$ cat src/rtl/lsu_axi_pkg.sv
`default_nettype none
// ============================================================================
// Module   : lsu_axi_pkg
// Purpose  : Shared types and constants for the LSU AXI write-response slave:
//            FSM state encoding, BRESP / AxBURST codes and the byte-lane
//            offsets of the two registers in the 8-byte window.
// Ports    : none (package)
// Revision : 1.0 - initial release
// ============================================================================
package lsu_axi_pkg;

    // Write-channel FSM states
    typedef enum logic [1:0] {
        ST_IDLE = 2'd0,
        ST_DATA = 2'd1,
        ST_RESP = 2'd2
    } wr_state_t;

    // BRESP codes
    localparam logic [1:0] BRESP_OKAY   = 2'b00;
    localparam logic [1:0] BRESP_SLVERR = 2'b10;

    // AxBURST codes
    localparam logic [1:0] BURST_FIXED  = 2'b00;
    localparam logic [1:0] BURST_INCR   = 2'b01;
    localparam logic [1:0] BURST_WRAP   = 2'b10;

    // Only full 64-bit beats are supported
    localparam logic [2:0] AXSIZE_64B   = 3'd3;

    // Register offsets, expressed as the first byte lane of each register
    localparam int REG_GPIO_LANE = 0;
    localparam int REG_LA_LANE   = 4;

    // Implemented width of GPIO_DATA
    localparam int GPIO_W = 28;

endpackage : lsu_axi_pkg
`default_nettype wire

$ cat src/rtl/axi_strb_merge.sv
`default_nettype none
// ============================================================================
// Module   : axi_strb_merge
// Purpose  : Byte-strobe merge of new write data into a 32-bit register
//            value. Each byte lane takes the new byte when its strobe is set,
//            otherwise keeps the current byte. Purely combinational.
// Ports    : i_cur    [31:0] current register value
//            i_wdata  [31:0] write data for this register's lanes
//            i_strb   [3:0]  byte strobes for this register's lanes
//            o_merged [31:0] merged value
// Revision : 1.0 - initial release
// ============================================================================
module axi_strb_merge (
    input  logic [31:0] i_cur,
    input  logic [31:0] i_wdata,
    input  logic [3:0]  i_strb,
    output logic [31:0] o_merged
);

    for (genvar g = 0; g < 4; g++) begin : g_lane
        assign o_merged[8*g +: 8] = i_strb[g] ? i_wdata[8*g +: 8] : i_cur[8*g +: 8];
    end

endmodule : axi_strb_merge
`default_nettype wire

$ cat src/rtl/lsu_axi_wr_resp.sv
`default_nettype none
// ============================================================================
// Module   : lsu_axi_wr_resp
// Purpose  : AXI write-only slave for the LSU bus exposing an 8-byte register
//            window: GPIO_DATA (lanes 0-3, 28 bits) and LA_DATA (lanes 4-7).
//            Accepts one burst at a time (AW, then W beats, then B).
// Ports    : wb_clk_i / wb_rst_i      clock, synchronous active-high reset
//            lsu_axi_aw*              write address channel
//            lsu_axi_w*               write data channel
//            lsu_axi_b*               write response channel
//            gpio_out [27:0]          GPIO_DATA register
//            la_out   [31:0]          LA_DATA register
//            wr_pulse                 one-cycle strobe after a register update
// Revision : 1.0 - initial release
// ============================================================================
module lsu_axi_wr_resp
    import lsu_axi_pkg::*;
#(
    parameter int          ID_W      = 3,
    parameter logic [31:0] BASE_ADDR = 32'hD000_0000
) (
    input  logic              wb_clk_i,
    input  logic              wb_rst_i,
    // AW
    input  logic              lsu_axi_awvalid,
    input  logic [ID_W-1:0]   lsu_axi_awid,
    input  logic [31:0]       lsu_axi_awaddr,
    input  logic [7:0]        lsu_axi_awlen,
    input  logic [2:0]        lsu_axi_awsize,
    input  logic [1:0]        lsu_axi_awburst,
    output logic              lsu_axi_awready,
    // W
    input  logic              lsu_axi_wvalid,
    input  logic [63:0]       lsu_axi_wdata,
    input  logic [7:0]        lsu_axi_wstrb,
    input  logic              lsu_axi_wlast,
    output logic              lsu_axi_wready,
    // B
    output logic              lsu_axi_bvalid,
    output logic [1:0]        lsu_axi_bresp,
    output logic [ID_W-1:0]   lsu_axi_bid,
    input  logic              lsu_axi_bready,
    // Registers
    output logic [GPIO_W-1:0] gpio_out,
    output logic [31:0]       la_out,
    output logic              wr_pulse
);

    wr_state_t          r_state;
    wr_state_t          w_state_nxt;

    logic [ID_W-1:0]    r_id;
    logic [31:0]        r_addr;
    logic [7:0]         r_len;
    logic [1:0]         r_burst;
    logic [7:0]         r_beat;
    logic               r_illegal;
    logic               r_err;
    logic [1:0]         r_bresp;
    logic [GPIO_W-1:0]  r_gpio;
    logic [31:0]        r_la;
    logic               r_wr_pulse;

    logic               w_aw_hs;
    logic               w_w_hs;
    logic               w_illegal_aw;
    logic               w_in_window;
    logic               w_is_last;
    logic               w_last_mismatch;
    logic               w_beat_end;
    logic               w_beat_we;
    logic               w_err_nxt;
    logic [31:0]        w_gpio_merged;
    logic [31:0]        w_la_merged;
    logic [3:0]         w_unused_gpio_hi;

    assign w_aw_hs         = lsu_axi_awvalid && lsu_axi_awready;
    assign w_w_hs          = lsu_axi_wvalid && lsu_axi_wready;

    assign w_illegal_aw    = (lsu_axi_awsize != AXSIZE_64B) || (lsu_axi_awburst == BURST_WRAP);
    assign w_in_window     = (r_addr[31:3] == BASE_ADDR[31:3]);
    assign w_is_last       = (r_beat == r_len);
    assign w_last_mismatch = (lsu_axi_wlast != w_is_last);
    // An early wlast terminates the burst at this beat.
    assign w_beat_end      = w_is_last || lsu_axi_wlast;
    assign w_beat_we       = w_in_window && !r_illegal;
    assign w_err_nxt       = r_err || !w_in_window || w_last_mismatch;

    // ------------------------------------------------------------------------
    // Byte-lane merge, one instance per 32-bit register
    // ------------------------------------------------------------------------
    axi_strb_merge u_merge_gpio (
        .i_cur    ({{(32-GPIO_W){1'b0}}, r_gpio}),
        .i_wdata  (lsu_axi_wdata[8*REG_GPIO_LANE +: 32]),
        .i_strb   (lsu_axi_wstrb[REG_GPIO_LANE +: 4]),
        .o_merged (w_gpio_merged)
    );

    axi_strb_merge u_merge_la (
        .i_cur    (r_la),
        .i_wdata  (lsu_axi_wdata[8*REG_LA_LANE +: 32]),
        .i_strb   (lsu_axi_wstrb[REG_LA_LANE +: 4]),
        .o_merged (w_la_merged)
    );

    // GPIO_DATA only implements 28 bits; the top nibble of its lanes is dropped.
    assign w_unused_gpio_hi = w_gpio_merged[31:GPIO_W];

    // ------------------------------------------------------------------------
    // FSM state register
    // ------------------------------------------------------------------------
    always_ff @(posedge wb_clk_i) begin
        if (wb_rst_i) begin
            r_state <= ST_IDLE;
        end else begin
            r_state <= w_state_nxt;
        end
    end

    // ------------------------------------------------------------------------
    // FSM next state and channel ready/valid. Handshake outputs are gated by
    // reset so nothing is accepted or offered while reset is asserted.
    // ------------------------------------------------------------------------
    always_comb begin
        w_state_nxt     = r_state;
        lsu_axi_awready = 1'b0;
        lsu_axi_wready  = 1'b0;
        lsu_axi_bvalid  = 1'b0;
        case (r_state)
            ST_IDLE: begin
                lsu_axi_awready = !wb_rst_i;
                if (w_aw_hs) begin
                    w_state_nxt = ST_DATA;
                end
            end
            ST_DATA: begin
                lsu_axi_wready = !wb_rst_i;
                if (w_w_hs && w_beat_end) begin
                    w_state_nxt = ST_RESP;
                end
            end
            ST_RESP: begin
                lsu_axi_bvalid = !wb_rst_i;
                if (lsu_axi_bready) begin
                    w_state_nxt = ST_IDLE;
                end
            end
            default: begin
                w_state_nxt = ST_IDLE;
            end
        endcase
    end

    // ------------------------------------------------------------------------
    // Burst context, error tracking and register file
    // ------------------------------------------------------------------------
    always_ff @(posedge wb_clk_i) begin
        if (wb_rst_i) begin
            r_id       <= '0;
            r_addr     <= '0;
            r_len      <= '0;
            r_burst    <= '0;
            r_beat     <= '0;
            r_illegal  <= 1'b0;
            r_err      <= 1'b0;
            r_bresp    <= BRESP_OKAY;
            r_gpio     <= '0;
            r_la       <= '0;
            r_wr_pulse <= 1'b0;
        end else begin
            r_wr_pulse <= 1'b0;

            if (w_aw_hs) begin
                r_id      <= lsu_axi_awid;
                r_addr    <= lsu_axi_awaddr;
                r_len     <= lsu_axi_awlen;
                r_burst   <= lsu_axi_awburst;
                r_beat    <= '0;
                r_illegal <= w_illegal_aw;
                r_err     <= w_illegal_aw;
            end

            if (w_w_hs) begin
                r_beat <= r_beat + 8'd1;
                if (r_burst != BURST_FIXED) begin
                    r_addr <= r_addr + 32'd8;
                end
                if (w_beat_we) begin
                    r_gpio     <= w_gpio_merged[GPIO_W-1:0];
                    r_la       <= w_la_merged;
                    r_wr_pulse <= 1'b1;
                end
                r_err <= w_err_nxt;
                if (w_beat_end) begin
                    r_bresp <= w_err_nxt ? BRESP_SLVERR : BRESP_OKAY;
                end
            end
        end
    end

    assign lsu_axi_bid   = r_id;
    assign lsu_axi_bresp = r_bresp;
    assign gpio_out      = r_gpio;
    assign la_out        = r_la;
    assign wr_pulse      = r_wr_pulse;

endmodule : lsu_axi_wr_resp
`default_nettype wire

$ cat config.mk
export PLATFORM = sky130hd
export DESIGN_NAME = lsu_axi_wr_resp
export DESIGN_NICKNAME = d
export VERILOG_FILES = /design/src/rtl/lsu_axi_pkg.sv /design/src/rtl/axi_strb_merge.sv /design/src/rtl/lsu_axi_wr_resp.sv
export SDC_FILE = /design/constraint.sdc
export NUM_CORES = 1
export LEC_CHECK = 0
export BUFFER_PORTS_ARGS = -buffer_cell sky130_fd_sc_hd__buf_2
export CAP_MARGIN = 20
export CORE_MARGIN = 2
export CORE_UTILIZATION = 45
export DETAILED_ROUTE_END_ITERATION = 10
export HOLD_SLACK_MARGIN = 0.15
export PLACE_DENSITY = 0.73
export SLEW_MARGIN = 20
export SYNTH_ARGS = -nofsm -noshare
export SYNTH_HDL_FRONTEND = slang
export SYNTH_SLANG_ARGS = --single-unit
$ cat constraint.sdc
create_clock -name wb_clk_i -period 2.9 [get_ports wb_clk_i]
set_clock_uncertainty 0.2 [all_clocks]
set_input_delay 0.58 -clock wb_clk_i [delete_from_list [all_inputs] [get_ports wb_clk_i]]
set_output_delay 0.58 -clock wb_clk_i [all_outputs]
set_load 0.1 [all_outputs]
* After elaboration in Yosys (flattened, before gate mapping)
Cells that the tools add are included.
** Cells by class
- Add/subtract/negate cells :: 2
- Equality and inequality tests :: 10
- Muxes and demuxes :: 16
- Bitwise gates (word level) :: 1
- Reduce and logical (&&, ||, !) cells :: 25
** Operators with widths (count)
- 2-to-1 mux 32 bit :: 3
- adder 32 x 4 -> 32 bit, second input constant :: 1
- equality test 29 bit, second input constant :: 1
- AND reduction 3 bit :: 9
- 2-to-1 mux 8 bit :: 2
- adder 8 x 1 -> 8 bit, second input constant :: 1
- equality test 8 bit :: 1
- 2-to-1 mux 2 bit :: 4
- 2-to-1 mux 1 bit :: 6
- != test 2 bit, second input constant :: 3
- case mux 2 bit (3 select lines) :: 1
- equality test 2 bit, second input constant :: 2
- logical AND 1 bit :: 4
- logical OR 1 bit :: 4
- nonzero test 2 bit :: 2
- logical NOT 1 bit :: 3
- != test 3 x 2 -> 1 bit, second input constant :: 1
- equality test 2 x 1 -> 1 bit, second input constant :: 1
- logical NOT 2 bit :: 1
- AND reduction 2 bit :: 1
- OR reduction 2 bit :: 1
- != test 1 bit :: 1
- inverter 1 bit :: 1
** Word-level totals
- Register bits after elaboration :: 120
- Bits of input ports :: 126
- Logic and storage cells :: 72

* Logic depth before layout (Yosys ltp)
Gate-level depths: netlist (run 1).
- Depth in word-level cells :: 6
- Mapped depth :: 7

* Modules after synthesis
From an unflattened synthesis (run 1), not the netlist that was laid out.
** Second synthesis, totals
- Cells, all modules :: 722
- Area total of the unflattened synthesis :: 6162.2 µm²
** Modules (own cells, without submodules)
- lsu_axi_wr_resp :: instances 1, cells an instance 650, area each 5111.2 µm², sequential area each 2322.2 µm²
- axi_strb_merge :: instances 2, cells an instance 36, area each 525.5 µm², sequential area each 0.0 µm²

* Worst setup path after synthesis (run 1)
OpenSTA, ideal clock, no wires.
- Path kind :: input to output
- From :: input wb_rst_i
- To :: output lsu_axi_wready
- Arrival :: 3.201 ns
- Data required time :: 2.120 ns
- Path slack :: -1.081 ns
- Stages :: 3
- Cell sequence :: clkbuf_1 > clkbuf_1 > nor3b_1
** On the way
- Cells in the longest elaborated chain, start to end :: 2
** Ends and longest elaborated chain
- start: declaration :: RTL line lsu_axi_wr_resp.sv:23 : input logic wb_rst_i,
- logical NOT 1 bit :: RTL line lsu_axi_wr_resp.sv:137 : lsu_axi_wready = !wb_rst_i;
- 2-to-1 mux 1 bit :: RTL line lsu_axi_wr_resp.sv:129 : case (r_state)
- end: declaration :: RTL line lsu_axi_wr_resp.sv:37 : output logic lsu_axi_wready,
No other way between the ends.

* Final worst setup path (run 1)
- From :: register r_addr[4]
- To :: register r_addr[21]
** On the way
- Cells in the longest elaborated chain, start to end :: 3
** Ends and longest elaborated chain
- start: declaration :: RTL line lsu_axi_wr_resp.sv:53 : logic [31:0] r_addr;
- start signal: assignment :: RTL line lsu_axi_wr_resp.sv:175 : r_addr <= lsu_axi_awaddr;
- start signal: assignment :: RTL line lsu_axi_wr_resp.sv:186 : r_addr <= r_addr + 32'd8;
- adder 32 x 4 -> 32 bit :: RTL line lsu_axi_wr_resp.sv:186
- 2-to-1 mux 32 bit :: RTL line lsu_axi_wr_resp.sv:185 : if (r_burst != BURST_FIXED) begin
- 2-to-1 mux 32 bit :: RTL line lsu_axi_wr_resp.sv:183 : if (w_w_hs) begin
No other way between the ends.
A chain may end at the register's enable or synchronous reset.

==> impl_metrics.py, run 1 <==
metrics = {
    "logic_synthesis": {
        "synthTopCellsByArea": "dfxtp_1 41%, nand2_1 12%, mux2i_1 11%, nor4_4 3.0%, a21oi_1 2.8%",
        "synth_edf_count": 0,
        "synth_top_area_share_pct": 40.6,
        "synthesis.area_mm2": 0.00572,
        "yosys.area.top_type": "dfxtp_1",
        "synth_cell_types": 64,
        "synthCells": 681,
        "yosysWarnings": 0,
        "synth-seq-cells": 116,
        "async_reset_ff_share_pct": 0,
        "ys_top_cells_by_count": "187 x nand2_1, 116 x dfxtp_1, 61 x mux2i_1",
        "yosysMostFrequentCell": "nand2_1",
        "avgSynthCellArea_um2": 8.40,
        "synth_fp_nets": 811,
        "ys_seq_area_share_pct": 40.6,
        "ys.flop_type": "dfxtp_1",
    },
    "cts": {
        "ctsResizeCount": 0,
        "cts_sinks": 116,
        "clk_pin_slew_worst_paths_ps": 50,
        "clock_latency_ps": 420,
        "clock_path_buffers": 2,
        "cts_buffers": 17,
        "hold_buffers": 0,
        "post_cts.repair.setup_buffers": 0,
        "tritoncts": "done",
        "htree_levels": 4,
        "root_buffer": "clkbuf_16",
    },
    "sta": {
        "period_share_pct": 91.0,
        "max_freq_mhz": 379,
        "finalSetupTns_ps": 0,
        "tightest_slew_ps": 908,
        "max_slew_margin_pct": 39.5,
        "rsz0062_at_grt": "false",
        "slew_viol_final": 0,
        "fin_crit_ps": 2640,
        "finalSetupViolCount": 0,
        "finalHoldViolCount": 0,
    },
    "power": {
        "power_uw": 4020,
        "switching_share_pct": 26.0,
        "p_per_area_mw_per_mm2": 541,
        "p_sw_uw": 1040,
        "p_int_uw": 2980,
        "ir_worst_vdd_v": 0.000388,
        "leakagePower_uw": 0.00308,
        "p_comb_share_pct": 9.3,
        "clockPowerShare_pct": 48.9,
        "seqPwrFrac_pct": 41.8,
    },
    "drt": {
        "detailroute.via_count": 5596,
        "wirelength_um": 15800,
        "firstDrtPassIters": 5,
        "postRouteAntennaNets": 0,
        "drt_iter0_drc": 436,
        "wl_per_cell_um": 15.1,
        "via_per_inst": 5.35,
        "drc": 0,
    },
    "floorplanning": {
        "coreArea_mm2": 0.0125,
        "die_w_um": 117,
        "initial_core_util_pct": 45.7,
        "die_area_mm2": 0.0136,
        "io_pins": 195,
        "die_h_um": 117,
        "num_rows": 41,
    },
    "final_layout": {
        "fillers": 1146,
        "nets": 991,
        "n_antenna_cell": 0,
        "syn2layout_area_growth_pct": 29.8,
        "layout-drive-gt1-share_pct": 30.3,
        "finish.utilization_pct": 59.3,
    },
    "critical_path": {
        "r2r_cells": 5,
        "rrSetupSlack_ps": 260,
        "path_class": "register to register",
        "cp_max_fo": 6,
        "r2r_end": "r_addr[21]",
        "crit_start": "r_addr[4]",
        "worst_setup_path_end_kind": "register",
        "endpoint": "r_addr[21]",
        "cp.arrival_ps": 2780,
        "cp-start-kind": "register",
        "r2r-start": "r_addr[4]",
        "crit_required_ps": 3040,
    },
    "global_route": {
        "grt.overflow.total": 0,
        "grt_start_max_net_pins": 81,
        "grt_pass1_wl_um": 25000,
        "groute.usage.overall_pct": 23.5,
        "grt_pass1_vias": 5189,
        "antenna_found_initial": 1,
    },
    "placement": {
        "numPortBuffers": 186,
        "place_congestion": 0.864,
        "hpwl_um": 11200,
    },
    "flow_run": {
        "maxCapViolCount": 0,
    },
    "min_path": {
        "min_path_type": "input pin to register",
    },
    "status": {
        "status": "finished, final reports clean",
    },
}
worst min-delay path by stage:
| stage | start | to | slack [ps] | cells after the start |
|---|---|---|---|---|
| after CTS | lsu_axi_awlen[3] | r_len[3] | 180 | 3 |
| after global routing | lsu_axi_wdata[41] | la_out[9] | 190 | 3 |
| after detailed placement | gpio_out[24] | gpio_out[24] | 240 | 2 |
| after floorplan | r_illegal | r_illegal | 230 | 2 |
| final | lsu_axi_awlen[3] | r_len[3] | 190 | 3 |
| after global placement | la_out[2] | la_out[2] | 240 | 2 |
per-stage QoR:
stage	cell area [um2]	hold slack (ps)	setup WS [ps]	instances
after floorplan	5740	231	-96.4	681
after global placement	6870	240	331	1014
after detailed placement	6870	244	316	1014
after CTS	7430	182	254	1046
after global routing	7430	187	107	1046
final	7430	194	260	1046
cell type report:
type | instances | area, um2 | area share [%]
tap | 172 | 215 | 2.90
multi-input combinational | 500 | 3140 | 42.3
sequential | 116 | 2320 | 31.3
inverter | 14 | 53.8 | 0.724
timing repair buffer | 212 | 1140 | 15.3
clock inverter | 12 | 108 | 1.45
clock buffer | 20 | 447 | 6.01
routing by layer:
metal | routed length (um) | share of wire [%] | GRT usage [%] | up-vias
li1 | - | - | - | 2793
met1 | 6630 | 42 | 28.6 | 2565
met2 | 7650 | 48 | 38.3 | 223
met3 | 1370 | 8.6 | 8.96 | 15
met4 | 160 | 1.0 | 8.16 | 0
met5 | 0 | 0 | 0 | -
state kept, by name (all words and copies together), names as in the netlist, 2 cells and up:
register and cells:
gpio_out 28, la_out 32, lsu_axi_bid 3, r_addr 29, r_beat 8, r_burst 2, r_len 8, r_state 2
worst max-delay path: stages (launching register included):
cell      delay, ps
dfxtp_1         440
ha_1            280
nand4_1         190
or4_1           660
or4b_2          670
o211ai_1        120
cells in the final DEF (no fill, tap or decap), types with 9 or more instances in the layout:
| cell type | count |
|---|---|
| nor2_1 | 22 |
| clkbuf_16 | 17 |
| nor4_1 | 16 |
| dfxtp_1 | 116 |
| nand3_1 | 15 |
| a22oi_1 | 13 |
| or4_1 | 13 |
| a21oi_1 | 32 |
| nand4_1 | 12 |
| buf_4 | 25 |
| inv_1 | 13 |
| a31oi_1 | 12 |
| buf_2 | 186 |
| mux2i_1 | 61 |
| xor2_1 | 9 |
| nand2_1 | 187 |
cell families (layout without fill, tap and decap cells):
kind of cell	after synthesis	after routing	share of synthesized area [%]
AO/OA/AOI/OAI	106	106	12.8
XOR/XNOR	10	10	1.53
adder cells (fa/ha/maj)	4	4	0.875
buffers and inverters	65	258	4.72
flip-flops	116	116	40.6
multiplexers	62	62	10.9
other	1	1	0.0655
AND/OR/NAND/NOR	317	317	28.6
power groups by stage:
stage / Sequential (uW) / Clock, uW / Combinational [uW]
final: 1680 / 1960 / 373
after global routing: 1690 / 2080 / 411
after CTS: 1680 / 1990 / 375
after detailed placement: 1710 / 0 / 373
after global placement: 1710 / 0 / 370
after floorplan: 1710 / 0 / 234
No activity file was read; power rests on OpenSTA's default activity.
==> run 2: changes to the inputs <==
--- a/config.mk
+++ b/config.mk
@@ -8,10 +8,10 @@
 export BUFFER_PORTS_ARGS = -buffer_cell sky130_fd_sc_hd__buf_2
 export CAP_MARGIN = 20
 export CORE_MARGIN = 2
-export CORE_UTILIZATION = 45
+export CORE_UTILIZATION = 51
 export DETAILED_ROUTE_END_ITERATION = 10
 export HOLD_SLACK_MARGIN = 0.15
-export PLACE_DENSITY = 0.73
+export PLACE_DENSITY = 0.81
 export SLEW_MARGIN = 20
 export SYNTH_ARGS = -nofsm -noshare
 export SYNTH_HDL_FRONTEND = slang
==> run 2 against run 1 <==
Combinational power up 29%. Clock power about the same. Largest power group unchanged. Register-to-register slack worse by 30 ps. Routed wire length up 25%.
==> impl_metrics.py, run 2 (synthesis gave the netlist of run 1 again) <==
metrics = {
    "status": {
        "status": "finished, final reports clean",
    },
    "critical_path": {
        "cp_max_fo": 12,
        "worst-path-stages": 5,
        "r2r_cells": 5,
        "path_cells": "ha_1 > nand4_1 > or4_1 > or4b_2 > o211ai_1",
        "path_class": "register to register",
        "crit_family": "simple AND/OR/NAND/NOR gates",
        "cp-start-kind": "register",
        "crit_slowest_cell": "or4_1",
        "crit_required_ps": 3140,
        "cpPeakStageDelay_ps": 760,
        "path_buf_inv": 0,
        "cp.arrival_ps": 2910,
        "worst_setup_path_end_kind": "register",
    },
    "drt": {
        "via_per_inst": 5.85,
        "firstDrtPassIters": 6,
        "drt_iter0_drc": 549,
        "postRouteAntennaNets": 0,
        "wl_per_cell_um": 18.0,
        "detailroute.via_count": 6432,
        "wirelength_um": 19800,
        "drc": 0,
    },
    "final_layout": {
        "syn2layout_area_growth_pct": 43.9,
        "fillers": 707,
        "finish.utilization_pct": 75.7,
        "nets": 1076,
        "layout-drive-gt1-share_pct": 27.7,
        "layout.area.seq_mm2": 0.00232,
        "multi_input_area_mm2": 0.00314,
        "layout_commonest_cell": "nand2_1",
        "final_cell_mix": "187 x nand2_1, 186 x buf_2, 116 x dfxtp_1",
        "largest_reg_flops": 32,
    },
    "placement": {
        "hpwl_um": 11600,
        "numPortBuffers": 186,
        "pre_cts_ws_ps": 290,
        "place_congestion": 0.893,
    },
    "global_route": {
        "grt_start_max_net_pins": 72,
        "grt_pass1_vias": 6462,
        "groute.usage.overall_pct": 33.4,
        "grt_pass1_wl_um": 31000,
        "antenna_found_initial": 1,
        "grt.overflow.total": 0,
    },
    "sta": {
        "tightest_slew_ps": 563,
        "period_share_pct": 91.9,
        "finalSetupViolCount": 0,
        "max_slew_margin_pct": 62.1,
        "slew_viol_final": 0,
        "fin_crit_ps": 2670,
        "layout_setup_ws_ps": 234,
        "max_freq_mhz": 375,
        "finalHoldViolCount": 0,
        "rsz0062_at_grt": "false",
    },
    "floorplanning": {
        "num_rows": 38,
        "die_area_mm2": 0.0121,
        "die_h_um": 110,
        "io_pins": 195,
        "initial_core_util_pct": 52.6,
        "coreArea_mm2": 0.0109,
        "die_w_um": 110,
    },
    "cts": {
        "cts_sinks": 116,
        "clock_latency_ps": 520,
        "root_buffer": "clkbuf_8",
        "cts_buffers": 17,
        "clk_pin_slew_worst_paths_ps": 60,
        "post_cts.repair.setup_buffers": 0,
        "clock_path_buffers": 2,
        "tritoncts": "done",
        "htree_levels": 4,
    },
    "power": {
        "p_per_area_mw_per_mm2": 500,
        "leakagePower_uw": 0.00343,
        "ir_worst_vdd_v": 0.000494,
    },
    "min_path": {
        "min_path_cells": 3,
        "min_path_type": "input pin to register",
    },
    "flow_run": {
        "maxCapViolCount": 0,
    },
}
## run 2: cell types whose count changed in the layout (fill, tap and decap cells not counted)
cell and delta:
clkbuf_16 -1, clkinvlp_4 +1, diode_2 +1, clkbuf_8 +2, clkinv_4 -1, clkbuf_1 -1
dlygate4sd3_1 +85
## run 2: worst paths after layout
path | from | to | slack (ps)
worst max-delay path | r_addr[4] | r_addr[21] | 230
worst max register to register | r_addr[4] | r_addr[21] | 230
worst min register to register | lsu_axi_bid[0] | lsu_axi_bid[0] | 260
worst min-delay path | lsu_axi_awaddr[4] | r_addr[4] | 180
## run 2: what timing repair did
item,in CTS,in global routing
gates resized for setup,0,0
endpoints found under the hold margin,85,0
hold buffers,85,0
## run 2: tightest hold or removal path, cell delays in order
cell and delay (ps):
buf_2 100, nand2_1 80, a311oi_1 90
## run 2: layout make-up
cell class | count | area share (%)
clock inverter | 12 | 1.29
inverter | 14 | 0.653
multi-input combinational | 500 | 38.2
antenna | 1 | 0.0304
timing repair buffer | 297 | 24.1
sequential | 116 | 28.2
tap | 140 | 2.13
clock buffer | 20 | 5.41
## run 2: layer usage
| metal | wire length [um] | part of all wire (%) | global-route usage, % | up-vias |
|---|---|---|---|---|
| li1 | - | - | - | 2973 |
| met4 | 822 | 4.2 | 17.7 | 0 |
| met5 | 0 | 0 | 0 | - |
| met1 | 7600 | 38 | 37.6 | 2990 |
| met2 | 9760 | 49 | 56.7 | 383 |
| met3 | 1600 | 8.1 | 9.84 | 86 |
## run 2: through the flow
| stage | TNS, ps | area, um2 | total power [uW] | hold slack (ps) | std cells |
|---|---|---|---|---|---|
| floorplan | -96.4 | 5740 | 1940 | 231 | 681 |
| global placement | 0 | 6830 | 2070 | 237 | 982 |
| detailed placement | 0 | 6830 | 2090 | 247 | 982 |
| CTS | 0 | 8240 | 4110 | 153 | 1099 |
| global route | 0 | 8240 | 4270 | 161 | 1099 |
| finish | 0 | 8240 | 4120 | 175 | 1100 |
## run 2: where the power goes
group          total (uW)  internal, uW  switching (uW)
Sequential           1680          1630            51.4
Combinational         481           225             257
Clock                1960          1180             778
